===== src/rtl/rv32i_types.sv =====
// Shared RV32I types used by the memory-access stage: funct3 encodings and the LSU state.
package rv32i_types;

    localparam int unsigned XLEN = 32;

    typedef enum logic [2:0] {
        lb  = 3'b000,
        lh  = 3'b001,
        lw  = 3'b010,
        lbu = 3'b100,
        lhu = 3'b101
    } load_funct3_t;

    typedef enum logic [2:0] {
        sb = 3'b000,
        sh = 3'b001,
        sw = 3'b010
    } store_funct3_t;

    typedef enum logic [1:0] {
        IDLE = 2'd0,
        WAIT = 2'd1,
        DONE = 2'd2
    } lsu_state_t;

endpackage


===== src/rtl/load_align.sv =====
// Picks the addressed byte/halfword out of a cache word and sign- or zero-extends it.
module load_align
    import rv32i_types::*;
(
    input  logic [XLEN-1:0] rdata,
    input  logic [2:0]      funct3,
    input  logic [1:0]      offset,
    output logic [XLEN-1:0] result_c
);

    logic [7:0]  byte_v;
    logic [15:0] half_v;

    always_comb begin
        byte_v   = 8'(rdata >> {offset, 3'b000});
        half_v   = offset[1] ? rdata[31:16] : rdata[15:0];
        result_c = rdata;
        case (funct3)
            lb:      result_c = {{24{byte_v[7]}}, byte_v};
            lh:      result_c = {{16{half_v[15]}}, half_v};
            lbu:     result_c = {24'd0, byte_v};
            lhu:     result_c = {16'd0, half_v};
            default: result_c = rdata;
        endcase
    end

endmodule


===== src/rtl/stage_memory_access.sv =====
// MEM pipeline stage: data-cache handshake, store lane masks, load alignment, pipeline stall.
// Optional build macro MEM_MISALIGN_TRAP_EN turns misaligned accesses into a flagged no-op.
module stage_memory_access
    import rv32i_types::*;
(
    input  logic            clk,
    input  logic            rst,
    input  logic            valid_i,
    input  logic            mem_read_i,
    input  logic            mem_write_i,
    input  logic [2:0]      funct3_i,
    input  logic [XLEN-1:0] alu_out_i,
    input  logic [XLEN-1:0] rs2_i,
    input  logic            advance_i,
    output logic [XLEN-1:0] dmem_address,
    output logic            dmem_read,
    output logic            dmem_write,
    output logic [3:0]      dmem_wmask,
    output logic [XLEN-1:0] dmem_wdata,
    input  logic [XLEN-1:0] dmem_rdata,
    input  logic            dmem_resp,
    output logic [XLEN-1:0] mem_rdata_o,
    output logic            stall_o,
    output logic            misalign_o
);

    lsu_state_t      state;
    logic            op_ok;
    logic            mem_op;
    logic            trap_c;
    logic            issue;
    logic [1:0]      offset;
    logic [XLEN-1:0] align_result;
    logic [XLEN-1:0] capture;

    assign offset = alu_out_i[1:0];

    load_align u_load_align (
        .rdata    (dmem_rdata),
        .funct3   (funct3_i),
        .offset   (offset),
        .result_c (align_result)
    );

    // Unknown funct3 for the operation kind means the instruction is not a memory op.
    always_comb begin
        op_ok = 1'b0;
        if (mem_read_i) begin
            case (funct3_i)
                lb, lh, lw, lbu, lhu: op_ok = 1'b1;
                default:              op_ok = 1'b0;
            endcase
        end else if (mem_write_i) begin
            case (funct3_i)
                sb, sh, sw: op_ok = 1'b1;
                default:    op_ok = 1'b0;
            endcase
        end
    end

    assign mem_op  = valid_i & (mem_read_i | mem_write_i) & op_ok;
    assign capture = mem_read_i ? align_result : '0;

`ifdef MEM_MISALIGN_TRAP_EN
    logic misalign_q;

    assign trap_c = mem_op & (((funct3_i[1:0] == 2'b01) & offset[0]) |
                              ((funct3_i[1:0] == 2'b10) & (offset != 2'b00)));

    always_ff @(posedge clk) begin
        if (rst) begin
            misalign_q <= 1'b0;
        end else if (state == IDLE) begin
            misalign_q <= trap_c;
        end else if (state == DONE && advance_i) begin
            misalign_q <= 1'b0;
        end
    end

    assign misalign_o = ((state == IDLE) & trap_c) | ((state == DONE) & misalign_q);
`else
    assign trap_c     = 1'b0;
    assign misalign_o = 1'b0;
`endif

    assign issue = mem_op & ~trap_c & (state != DONE);

    // Request is a pure function of the frozen EX/MEM inputs, so it stays stable through WAIT.
    always_comb begin
        dmem_address = '0;
        dmem_read    = 1'b0;
        dmem_write   = 1'b0;
        dmem_wmask   = 4'b0000;
        dmem_wdata   = '0;
        stall_o      = (state == WAIT) | ((state == IDLE) & mem_op);
        if (issue) begin
            dmem_address = {alu_out_i[31:2], 2'b00};
            dmem_read    = mem_read_i;
            dmem_write   = ~mem_read_i;
            if (~mem_read_i) begin
                case (funct3_i)
                    sb: begin
                        dmem_wmask = 4'(4'b0001 << offset);
                        dmem_wdata = rs2_i << {offset, 3'b000};
                    end
                    sh: begin
                        dmem_wmask = 4'(4'b0011 << offset);
                        dmem_wdata = rs2_i << {offset, 3'b000};
                    end
                    default: begin
                        dmem_wmask = 4'b1111;
                        dmem_wdata = rs2_i;
                    end
                endcase
            end
        end
    end

    always_ff @(posedge clk) begin
        if (rst) begin
            state       <= IDLE;
            mem_rdata_o <= '0;
        end else begin
            case (state)
                IDLE: begin
                    if (trap_c) begin
                        state       <= DONE;
                        mem_rdata_o <= '0;
                    end else if (mem_op) begin
                        if (dmem_resp) begin
                            state       <= DONE;
                            mem_rdata_o <= capture;
                        end else begin
                            state <= WAIT;
                        end
                    end
                end
                WAIT: begin
                    if (dmem_resp) begin
                        state       <= DONE;
                        mem_rdata_o <= capture;
                    end
                end
                DONE: begin
                    if (advance_i) begin
                        state <= IDLE;
                    end
                end
                default: state <= IDLE;
            endcase
        end
    end

endmodule

===== config.mk =====
export PLATFORM = sky130hd
export DESIGN_NAME = stage_memory_access
export DESIGN_NICKNAME = d
export VERILOG_FILES = /design/src/rtl/rv32i_types.sv /design/src/rtl/load_align.sv /design/src/rtl/stage_memory_access.sv
export SDC_FILE = /design/constraint.sdc
export NUM_CORES = 1
export LEC_CHECK = 0
export BUFFER_PORTS_ARGS = -buffer_cell sky130_fd_sc_hd__buf_2
export CAP_MARGIN = 20
export CORE_ASPECT_RATIO = 0.5
export CORE_MARGIN = 4
export CORE_UTILIZATION = 25
export DETAILED_ROUTE_END_ITERATION = 10
export PLACE_DENSITY = 0.52
export SLEW_MARGIN = 25
export SYNTH_ARGS = -nofsm -noshare
export SYNTH_HDL_FRONTEND = slang
export SYNTH_SLANG_ARGS = --single-unit

===== constraint.sdc =====
create_clock -name clk -period 3.9 [get_ports clk]
set_input_delay 0.39 -clock clk [delete_from_list [all_inputs] [get_ports clk]]
set_output_delay 0.39 -clock clk [all_outputs]
set_load 0.02 [all_outputs]

### After elaboration in Yosys (flattened, before gate mapping)

Index checks and enable logic that the tools add are counted.

* flip-flop bits (word level): 34
* bits in latches: 0
* memory bits (writable): 0
* ROM bits: 0
* input port bits: 106
* output and inout port bits: 104
* logic and storage cells: 55
* memories: 0

* add/sub/neg operators: 0
* multipliers: 0
* divide/modulo/power cells: 0
* magnitude comparators: 0
* equality and inequality tests: 10
* shift-type cells: 4
* muxes and demuxes: 24
* bitwise operators: 7
* reductions and logical operators: 8

Operators by type and width (count)
* $mux 32: 7
* $pmux 32 s4: 1
* $pmux 32 s2: 1
* $shl 32x5->32: 1
* $shr 32x5->8: 1
* $mux 16: 1
* $mux 2: 4
* $mux 4: 2
* $ne 2x2->1 const B: 4
* $pmux 4 s2: 1
* $eq 3x3->1 const B: 2
* $mux 1: 6
* $pmux 2 s3: 1
* $reduce_or 5->1: 1
* $and 1x1->1: 4
* $shl 1x2->4 const A: 1
* $shl 2x2->4 const A: 1
* $eq 3x1->1 const B: 1
* $eq 3x2->1 const B: 1
* $logic_not 3->1: 1
* $reduce_and 3->1: 1
* $reduce_or 3->1: 1
* $eq 2x1->1 const B: 1
* $eq 2x2->1 const B: 1
* 6 further kinds: 7

### Logic depth before layout (Yosys ltp)

Gate-level depths: netlist (run 1).

* depth after elaboration: 8
* gate-level depth with buffers: 7
* depth with buffers taken out: 4

### Cells and area by module

A second synthesis (run 1) with hierarchy kept.

* cells, all modules: 443
* area total of the unflattened synthesis: 3195.6 µm²

By module, submodules not included
* stage_memory_access: times used 1, cells each 325, area each 2396.0 µm², sequential area each 680.7 µm²
* load_align: times used 1, cells each 118, area each 799.5 µm², sequential area each 0.0 µm²

### Worst setup path after synthesis (run 1)

No wires, ideal clock.

* kind: input port to output port
* start point: input port alu_out_i[1]
* end point: output port dmem_wdata[0]
* arrival time: 1.711 ns
* data required time: 3.510 ns
* slack: 1.799 ns
* stages: 6
* path buffers: 2
* path through: buf_4 -> buf_2 -> nor2_1 -> nor2_2 -> nor2_1 -> and2_1

* word-level cells in the longest chain between the ends: 4

Ends and longest elaborated chain
* from (decl): line stage_memory_access.sv:12 `input logic [XLEN-1:0] alu_out_i,`
* $shl 32x5->32: line stage_memory_access.sv:104, stage_memory_access.sv:108
* $mux 32
* $mux 32: line stage_memory_access.sv:100 `if (~mem_read_i) begin`
* $mux 32: line stage_memory_access.sv:96 `if (issue) begin`
* to (decl): line stage_memory_access.sv:19 `output logic [XLEN-1:0] dmem_wdata,`

No other way between the ends.

### Final worst setup path (run 1)

* start point: input port funct3_i[1]
* end point: output port dmem_wdata[2]

* word-level cells in the longest chain between the ends: 8
* elaborated cells between the ends (all ways): 17
* those cells by class: eq/ne: 4; mux: 7; bitwise: 2; reduce/logical: 4

Ends and longest elaborated chain
* from (decl): line stage_memory_access.sv:11 `input logic [2:0] funct3_i,`
* $eq 3x2->1 (tied with other cells): line stage_memory_access.sv:49, stage_memory_access.sv:54
* $reduce_or 3->1: line stage_memory_access.sv:54 `case (funct3_i)`
* $mux 1: line stage_memory_access.sv:54
* $mux 1: line stage_memory_access.sv:53 `end else if (mem_write_i) begin`
* $mux 1: line stage_memory_access.sv:48 `if (mem_read_i) begin`
* $and 1x1->1: line stage_memory_access.sv:61 `assign mem_op = valid_i & (mem_read_i | mem_write_i) & op_ok;`
* $and 1x1->1: line stage_memory_access.sv:86 `assign issue = mem_op & ~trap_c & (state != DONE);`
* $mux 32 (*): line stage_memory_access.sv:96

Every way passes the cells marked *; elsewhere a longest branch is shown, timed or not.

==> impl_metrics.json, run 1 <==
{
  "finalSetupViolations": 0,
  "clock_path_buffers": 2,
  "drt_iter0_drc": 201,
  "h-tree-depth": 2,
  "nets": 664,
  "worstPathMaxFanout": 47,
  "maxSlewViolCount": 0,
  "viasPerCell": 4.70,
  "ctsResizeCount": 0,
  "grt-busiest-layer": "met2",
  "relSlewSlack": 0.422,
  "synthCells": 378,
  "grt_max_degree": 48,
  "outcome": "finished clean",
  "grt_util_met1": 0.207,
  "drtAntennaViolNets": 0,
  "yosysWarnings": 0,
  "cap_viol_max_count": 0,
  "synth_compound_area_frac": 0.335,
  "gr-usage-all-layers": 0.155,
  "synth-main-ff-cell": "dfxtp_1",
  "synth_largest_area_cell": "dfxtp_1",
  "fmax_mhz": 340,
  "yosysUniqueCellTypes": 46,
  "critPathRequiredTime_ns": 3.51,
  "power_density_nw_per_um2": 253,
  "synthMuxAreaShare": 0.0477,
  "p_leak_nw": 2.09,
  "cp-end-kind": "output port",
  "io_buffers": 206,
  "antenna_cells": 0,
  "start_kind": "input port",
  "cts_root_buffer": "clkbuf_16",
  "hold_viol_final": 0,
  "num_vias": 3369,
  "die_area_um2": 13500,
  "yosys-top-cells-area": "dfxtp_1, and2_1, a21oi_1, a22o_1, nor2b_1",
  "clock-sinks": 34,
  "yosys.area.top_type_share": 0.234,
  "synth_edf_count": 0,
  "worst_slew_pin_slew_ns": 0.868,
  "cts_buffers": 5,
  "skew_ns": 0.00203,
  "drive_gt1_frac": 0.419,
  "rsz0062_at_grt": "false",
  "synth_seq_cells": 34,
  "clkLatencyLatePin_ns": 0.27,
  "rows": 27,
  "ir_drop_mv": 0.133,
  "routed_wl_um": 11200,
  "grt_pass1_vias": 3299,
  "gp_congestion": 0.842,
  "syn_area_um2": 2910,
  "core_area_um2": 11200,
  "die_w_um": 161,
  "synth_adder_area_share": 0,
  "antenna_found_initial": 0,
  "cp.arrival_ns": 2.55,
  "gr-usage-met3": 0.0177,
  "grt_pass1_wl_um": 17700,
  "hold_class": "in2reg",
  "seq_area_frac_synth": 0.234,
  "drc": 0,
  "area_growth_syn_to_layout_pct": 41.3,
  "first_pass_iters": 4,
  "path_clk_slew_ns": 0.05,
  "cts_setup_buffers": 0,
  "die_h_um": 84.3,
  "dp_hpwl_um": 8780,
  "grt_overflow": 0,
  "dpl_cell_area_um2": 3980,
  "hold_buffers": 0,
  "cts_tree": "built",
  "wl_per_cell_um": 15.7,
  "synthArstFlopShare": 0,
  "synth_top_family_by_area": "compound AO/OA/AOI/OAI gates",
  "period_needed_ns": 2.94,
  "met2_usage": 0.269,
  "total_power_w": 0.00104,
  "start_util": 0.260,
  "tns_ns": 0,
  "yosys.area_share.simple": 0.305,
  "synth_xor_area_frac": 0,
  "fin_crit_sh": 0.755,
  "postSynthAreaPerCell_um2": 7.71,
  "design_area_um2": 4120,
  "num_io_pins": 210,
  "crit_type": "in2out"
}
[worst paths after layout]
path	startpoint	to	slack [ns]	cells past startpoint
setup / recovery	funct3_i[1]	dmem_wdata[2]	0.96	6
hold / removal	rst	state[1]	0.30	2
setup reg to reg	state[1]	mem_rdata_o[3]	2.20	4
hold reg to reg	mem_rdata_o[15]	mem_rdata_o[15]	0.46	1
[flip-flops by register name (all words and copies together) (netlist names)]
register,count
mem_rdata_o,32
state,2
[cells in the mapped netlist (all sizes together) (2+ instances only)]
| cell type | number |
|---|---|
| dfxtp | 34 |
| a22oi | 9 |
| mux2 | 9 |
| clkbuf | 19 |
| and3 | 2 |
| o21ai | 6 |
| a32o | 8 |
| a2bb2oi | 8 |
| a22o | 24 |
| a21oi | 42 |
| mux2i | 3 |
| nor2 | 28 |
| o21bai | 7 |
| a31oi | 17 |
| o221a | 7 |
| nor3b | 2 |
| nor2b | 24 |
| inv | 5 |
| nor3 | 10 |
| buf | 20 |
| or2 | 18 |
| nand2 | 5 |
| nand2b | 20 |
| and2 | 39 |
[cell usage in the layout, fill, tap and decap left out, drive strengths merged, types with 8 or more instances in the layout]
cell type | synthesis | layout
buf | 20 | 210
a21oi | 42 | 42
and2 | 39 | 39
dfxtp | 34 | 34
nor2 | 28 | 28
a22o | 24 | 24
nor2b | 24 | 24
nand2b | 20 | 20
or2 | 18 | 18
a31oi | 17 | 17
nor3 | 10 | 10
a22oi | 9 | 9
mux2 | 9 | 9
a2bb2oi | 8 | 8
a32o | 8 | 8
[per-stage QoR]
step	cells	hold WS, ns	setup WS (ns)	util
floorplan	380	0.459	1.80	-
global placement	710	0.445	0.970	0.355
detailed placement	710	0.454	0.877	0.356
CTS	717	0.298	0.882	0.367
global route	717	0.309	0.625	0.368
finish	717	0.301	0.956	0.368
[cells by family after synthesis]
group / count (synthesis)
AO/OA/AOI/OAI: 134
AND/OR/NAND/NOR: 153
flip-flops: 34
other: 1
multiplexers: 12
buffers and inverters: 44
[metal layers]
metal  part of all wire  vias up
met1               0.45     1547
met2               0.49       96
met4             0.0098        0
li1                   -     1718
met3              0.047        8
met5                  0        -
[worst max-delay path, cell delays in order]
cell	delay, ns
buf_2	0.33
nand2_1	0.14
nand4_1	0.54
nor2_1	0.75
and2_1	0.21
buf_2	0.17
[where the power goes]
group / switching [W] / internal [W] / total (W) / leakage [nW]
logic: 0.000185 / 0.000133 / 0.000318 / 1.75
registers: 0.00000503 / 0.000356 / 0.000362 / 0.275
clock network: 0.000130 / 0.000233 / 0.000363 / 0.0640
[area by class of cell]
type	instances	area, um^2
Clock buffer	7	133
Fill cell	1221	7070
Inverter	5	18.8
Multi-Input combinational cell	302	2020
Sequential cell	34	681
Tap cell	159	199
Timing Repair Buffer	210	1060
Power figures use the tool's default switching activity.
==> inputs of run 2 (changes only) <==
PLACE_DENSITY = 0.54   (was 0.52)
clock period = 2.5 ns   (was 3.9 ns; I/O delays follow)
==> impl_metrics.json, run 2 (synthesized netlist as in run 1, its figures left out) <==
{
  "cp-end-kind": "output port",
  "rsz0062_at_grt": "false",
  "cp_slowest_stage_delay_ns": 0.41,
  "p_leak_nw": 2.14,
  "drc": 0,
  "worstPathCellList": "nand2b_1 > nand4_1 > buf_4 > nor2_1 > buf_4 > and2_1 > buf_2",
  "io_buffers": 206,
  "worst_slew_pin_slew_ns": 0.693,
  "num_io_pins": 210,
  "cts_setup_buffers": 0,
  "gr-usage-met3": 0.0157,
  "relSlewSlack": 0.537,
  "layout_commonest_cell": "buf_2",
  "start_util": 0.260,
  "grt_max_degree": 44,
  "worst_r2r_path_depth": 5,
  "first_pass_iters": 4,
  "total_power_w": 0.00165,
  "maxSlewViolCount": 0,
  "cts_buffers": 5,
  "wl_per_cell_um": 15.5,
  "hold_class": "in2reg",
  "grt_overflow": 0,
  "r2r_slack_ns": 0.79,
  "power_density_nw_per_um2": 392,
  "grt_pass1_vias": 3282,
  "tns_ns": 0,
  "clock_path_buffers": 2,
  "grt-busiest-layer": "met2",
  "grt_pass1_wl_um": 17700,
  "antenna_found_initial": 0,
  "cap_viol_max_count": 0,
  "gr-usage-all-layers": 0.155,
  "drt_iter0_drc": 191,
  "drtAntennaViolNets": 0,
  "fmax_mhz": 478,
  "cp.arrival_ns": 1.84,
  "cts_root_buffer": "clkbuf_16",
  "period_needed_ns": 2.09,
  "routed_wl_um": 11300,
  "area_growth_syn_to_layout_pct": 44.1,
  "viasPerCell": 4.69,
  "hold_buffers": 0,
  "r2r-start": "state[0]",
  "finalSetupViolations": 0,
  "crit_type": "reg2out",
  "dp_hpwl_um": 8880,
  "start_kind": "flop",
  "clkLatencyLatePin_ns": 0.28,
  "largest_registers": "mem_rdata_o: 32 flops, state: 2 flops",
  "critPathRequiredTime_ns": 2.25,
  "fin_crit_sh": 0.837,
  "crit_path_frequent_cell": "buf_4",
  "rows": 27,
  "ir_drop_mv": 0.231,
  "outcome": "finished clean",
  "worstPathMaxFanout": 22,
  "clock-sinks": 34,
  "cpMaxStageDelayCell": "dfxtp_1",
  "regMostFlops": "mem_rdata_o",
  "hold_path_depth": 2,
  "r2r-end": "mem_rdata_o[23]",
  "skew_ns": 0.00808,
  "die_w_um": 161,
  "cts_tree": "built",
  "path_clk_slew_ns": 0.05,
  "gp_congestion": 0.812,
  "mostFrequentLayoutCells": "buf_2, a21oi_1, and2_1",
  "ctsResizeCount": 0,
  "antenna_cells": 0,
  "h-tree-depth": 2,
  "largest_reg_flops": 32,
  "met2_usage": 0.266,
  "drive_gt1_frac": 0.432,
  "min_from": "rst",
  "nets": 673,
  "core_area_um2": 11200,
  "die_h_um": 84.3,
  "num_vias": 3402,
  "die_area_um2": 13500,
  "hold_end": "state[1]",
  "hold_viol_final": 0,
  "grt_util_met1": 0.211
}
[run 2: stage by stage]
| step | setup slack [ns] | cells | area [um^2] | hold slack, ns | utilization |
|---|---|---|---|---|---|
| 2_1_floorplan | 0.679 | 380 | 2920 | 0.319 | - |
| 6_report | 0.407 | 726 | 4200 | 0.148 | 0.375 |
| 4_1_cts | 0.401 | 726 | 4190 | 0.146 | 0.375 |
| 3_5_place_dp | 0.436 | 719 | 4060 | 0.441 | 0.363 |
| 5_1_grt | 0.258 | 726 | 4200 | 0.154 | 0.375 |
| 3_3_place_gp | 0.471 | 719 | 4050 | 0.437 | 0.363 |
[run 2: worst max-delay path: cells and delay by family, from the launching register on]
family | cells | cell delay (ns)
buf+inv | 3 | 0.56
flops | 1 | 0.41
simple gates | 4 | 0.58
[run 2: routing by layer]
layer / share of wire / routed length (um)
met5: 0 / 0
met4: 0.012 / 139
met3: 0.037 / 421
met2: 0.49 / 5530
met1: 0.46 / 5160
[run 2: area by class of cell]
cell class,count,area [um^2]
clock buffer,5,125
clock inverter,2,10.0
fill,1213,6980
inverter,5,18.8
multi-input combinational,302,2020
sequential,34,681
tap,159,199
timing repair buffer,219,1140
[run 2: worst max path at each step]
stage,from,endpoint,slack [ns],depth (start not counted)
global route,state[0],dmem_wdata[7],0.26,7
CTS,state[0],dmem_wdata[1],0.40,7
floorplan,alu_out_i[1],dmem_wdata[0],0.68,6
global placement,alu_out_i[1],mem_rdata_o[20],0.47,5
detailed placement,alu_out_i[1],mem_rdata_o[30],0.44,5
finish,state[0],dmem_wdata[7],0.41,7
[run 2: report_power, final]
part	switching [W]	internal, W	total [W]
Clock	0.000215	0.000359	0.000574
Sequential	0.00000825	0.000556	0.000564
Combinational	0.000290	0.000218	0.000508
Total	0.000513	0.00113	0.00165
==> inputs of run 3 (changes only) <==
PLACE_DENSITY = 0.52   (was 0.54)
clock period = 2.1 ns   (was 2.5 ns; I/O delays follow)
==> impl_metrics.json, run 3 (synthesized netlist as in run 1, its figures left out) <==
{
  "mostFrequentLayoutCells": "buf_2, a21oi_1, and2_1",
  "cp_slowest_stage_delay_ns": 0.40,
  "period_needed_ns": 1.97,
  "regMostFlops": "mem_rdata_o",
  "largest_registers": "mem_rdata_o: 32 flops, state: 2 flops",
  "dpl_worst_slack_ns": 0.142,
  "seq_power_share": 0.334,
  "skew_ns": 0.00502,
  "r2r-end": "mem_rdata_o[8]",
  "power.internal_w": 0.00140,
  "r2r-start": "state[0]",
  "nets": 679,
  "cap_viol_max_count": 0,
  "multiInputGateArea_um2": 2020,
  "worstPathCellList": "nand2b_1 > nand4_1 > buf_4 > inv_4 > o221a_1 > buf_2",
  "layout_commonest_cell": "buf_2",
  "path_clk_slew_ns": 0.05,
  "worstPathMaxFanout": 21,
  "rsz0062_at_grt": "false",
  "h-tree-depth": 2,
  "wl_per_cell_um": 15.7,
  "total_power_w": 0.00201,
  "clkLatencyLatePin_ns": 0.27,
  "hold_class": "in2reg",
  "start_util": 0.260,
  "cp.depth": 6,
  "ctsResizeCount": 0,
  "largest_reg_flops": 32,
  "drtAntennaViolNets": 0,
  "ir_drop_mv": 0.259,
  "critPathLaunch": "state[0]",
  "cts_buffers": 5,
  "io_buffers": 206,
  "cts_root_buffer": "clkbuf_16",
  "clock-sinks": 34,
  "fin_crit_sh": 0.937,
  "drc": 0,
  "p_comb_frac": 0.304,
  "maxSlewViolCount": 0,
  "critPathRequiredTime_ns": 1.89,
  "num_vias": 3470,
  "worst_r2r_path_depth": 5,
  "die_h_um": 84.3,
  "cts_tree": "built",
  "relSlewSlack": 0.531,
  "grt_pass1_wl_um": 17900,
  "tns_ns": 0,
  "antenna_found_initial": 0,
  "seq_area_um2": 681,
  "gr-usage-all-layers": 0.158,
  "finalSetupViolations": 0,
  "p_leak_nw": 2.17,
  "clock_path_buffers": 2,
  "routed_wl_um": 11500,
  "gp_congestion": 0.814,
  "crit_type": "reg2out",
  "worst-path-buf-inv": 3,
  "start_kind": "flop",
  "r2r_slack_ns": 0.39,
  "p_clk_frac": 0.362,
  "worst_slack_ns": 0.131,
  "fill_cells": 1205,
  "drt_iter0_drc": 200,
  "num_io_pins": 210,
  "design_area_um2": 4250,
  "crit_end": "dmem_wdata[25]",
  "grt_pass1_vias": 3322,
  "cp_top_family": "buffers and inverters",
  "drive_gt1_frac": 0.437,
  "timing.hold.ws_ns": 0.122,
  "grt_overflow": 0,
  "die_area_um2": 13500,
  "min_from": "rst",
  "cpMaxStageDelayCell": "dfxtp_1",
  "core_area_um2": 11200,
  "cp.arrival_ns": 1.76,
  "cp-end-kind": "output port",
  "switching_share": 0.305,
  "outcome": "finished clean",
  "worst_slew_pin_slew_ns": 0.702,
  "viasPerCell": 4.73,
  "antenna_cells": 0,
  "p_sw_w": 0.000613,
  "area_growth_syn_to_layout_pct": 45.7,
  "hold_buffers": 0,
  "fmax_mhz": 508,
  "grt_max_degree": 33,
  "die_w_um": 161,
  "dpl_cell_area_um2": 4090,
  "cts_setup_buffers": 0,
  "hold_viol_final": 0,
  "first_pass_iters": 4,
  "dp_hpwl_um": 9170,
  "rows": 27,
  "power_density_nw_per_um2": 473
}
## run 3: changes by cell type in the layout (fill, tap and decap cells not counted)
cell / before / now
clkbuf_8: 0 / 1
clkinv_2: 2 / 1
buf_12: 1 / 0
inv_4: 0 / 1
inv_2: 1 / 0
buf_4: 12 / 19
clkbuf_1: 0 / 1
## run 3: per-stage QoR
| stage | utilization | std cells |
|---|---|---|
| final | 0.380 | 733 |
| after CTS | 0.379 | 733 |
| after global placement | 0.365 | 725 |
| after global routing | 0.380 | 733 |
| after detailed placement | 0.366 | 725 |
| after floorplan | - | 380 |
## run 3: how the worst min path moves through the flow
stage / end / slack [ns] / depth (start not counted)
after detailed placement: state[1] / 0.41 / 2
after global placement: state[1] / 0.40 / 2
after CTS: state[1] / 0.12 / 2
after floorplan: state[1] / 0.28 / 1
after global routing: state[1] / 0.12 / 2
final: state[1] / 0.12 / 2
## run 3: final cells by class
cell class	instances	share of cell area
Multi-Input combinational cell	302	0.477
Sequential cell	34	0.160
Timing Repair Buffer	225	0.276
Tap cell	159	0.0469
Clock buffer	7	0.0336
Inverter	5	0.00501
Clock inverter	1	0.00118
## run 3: layer usage
layer / vias to the layer above / global-route usage / wire length [um]
met5: - / 0 / 0
met4: 0 / 0.0351 / 142
met3: 12 / 0.0206 / 421
met2: 90 / 0.268 / 5410
met1: 1610 / 0.217 / 5550
li1: 1758 / - / -
## run 3: power groups by stage
stage	logic (W)	registers (W)	clock network, W
3_3_place_gp	0.000607	0.000684	0
4_1_cts	0.000611	0.000671	0.000747
5_1_grt	0.000672	0.000673	0.000781
6_report	0.000610	0.000671	0.000728
3_5_place_dp	0.000609	0.000685	0
2_1_floorplan	0.000361	0.000701	0
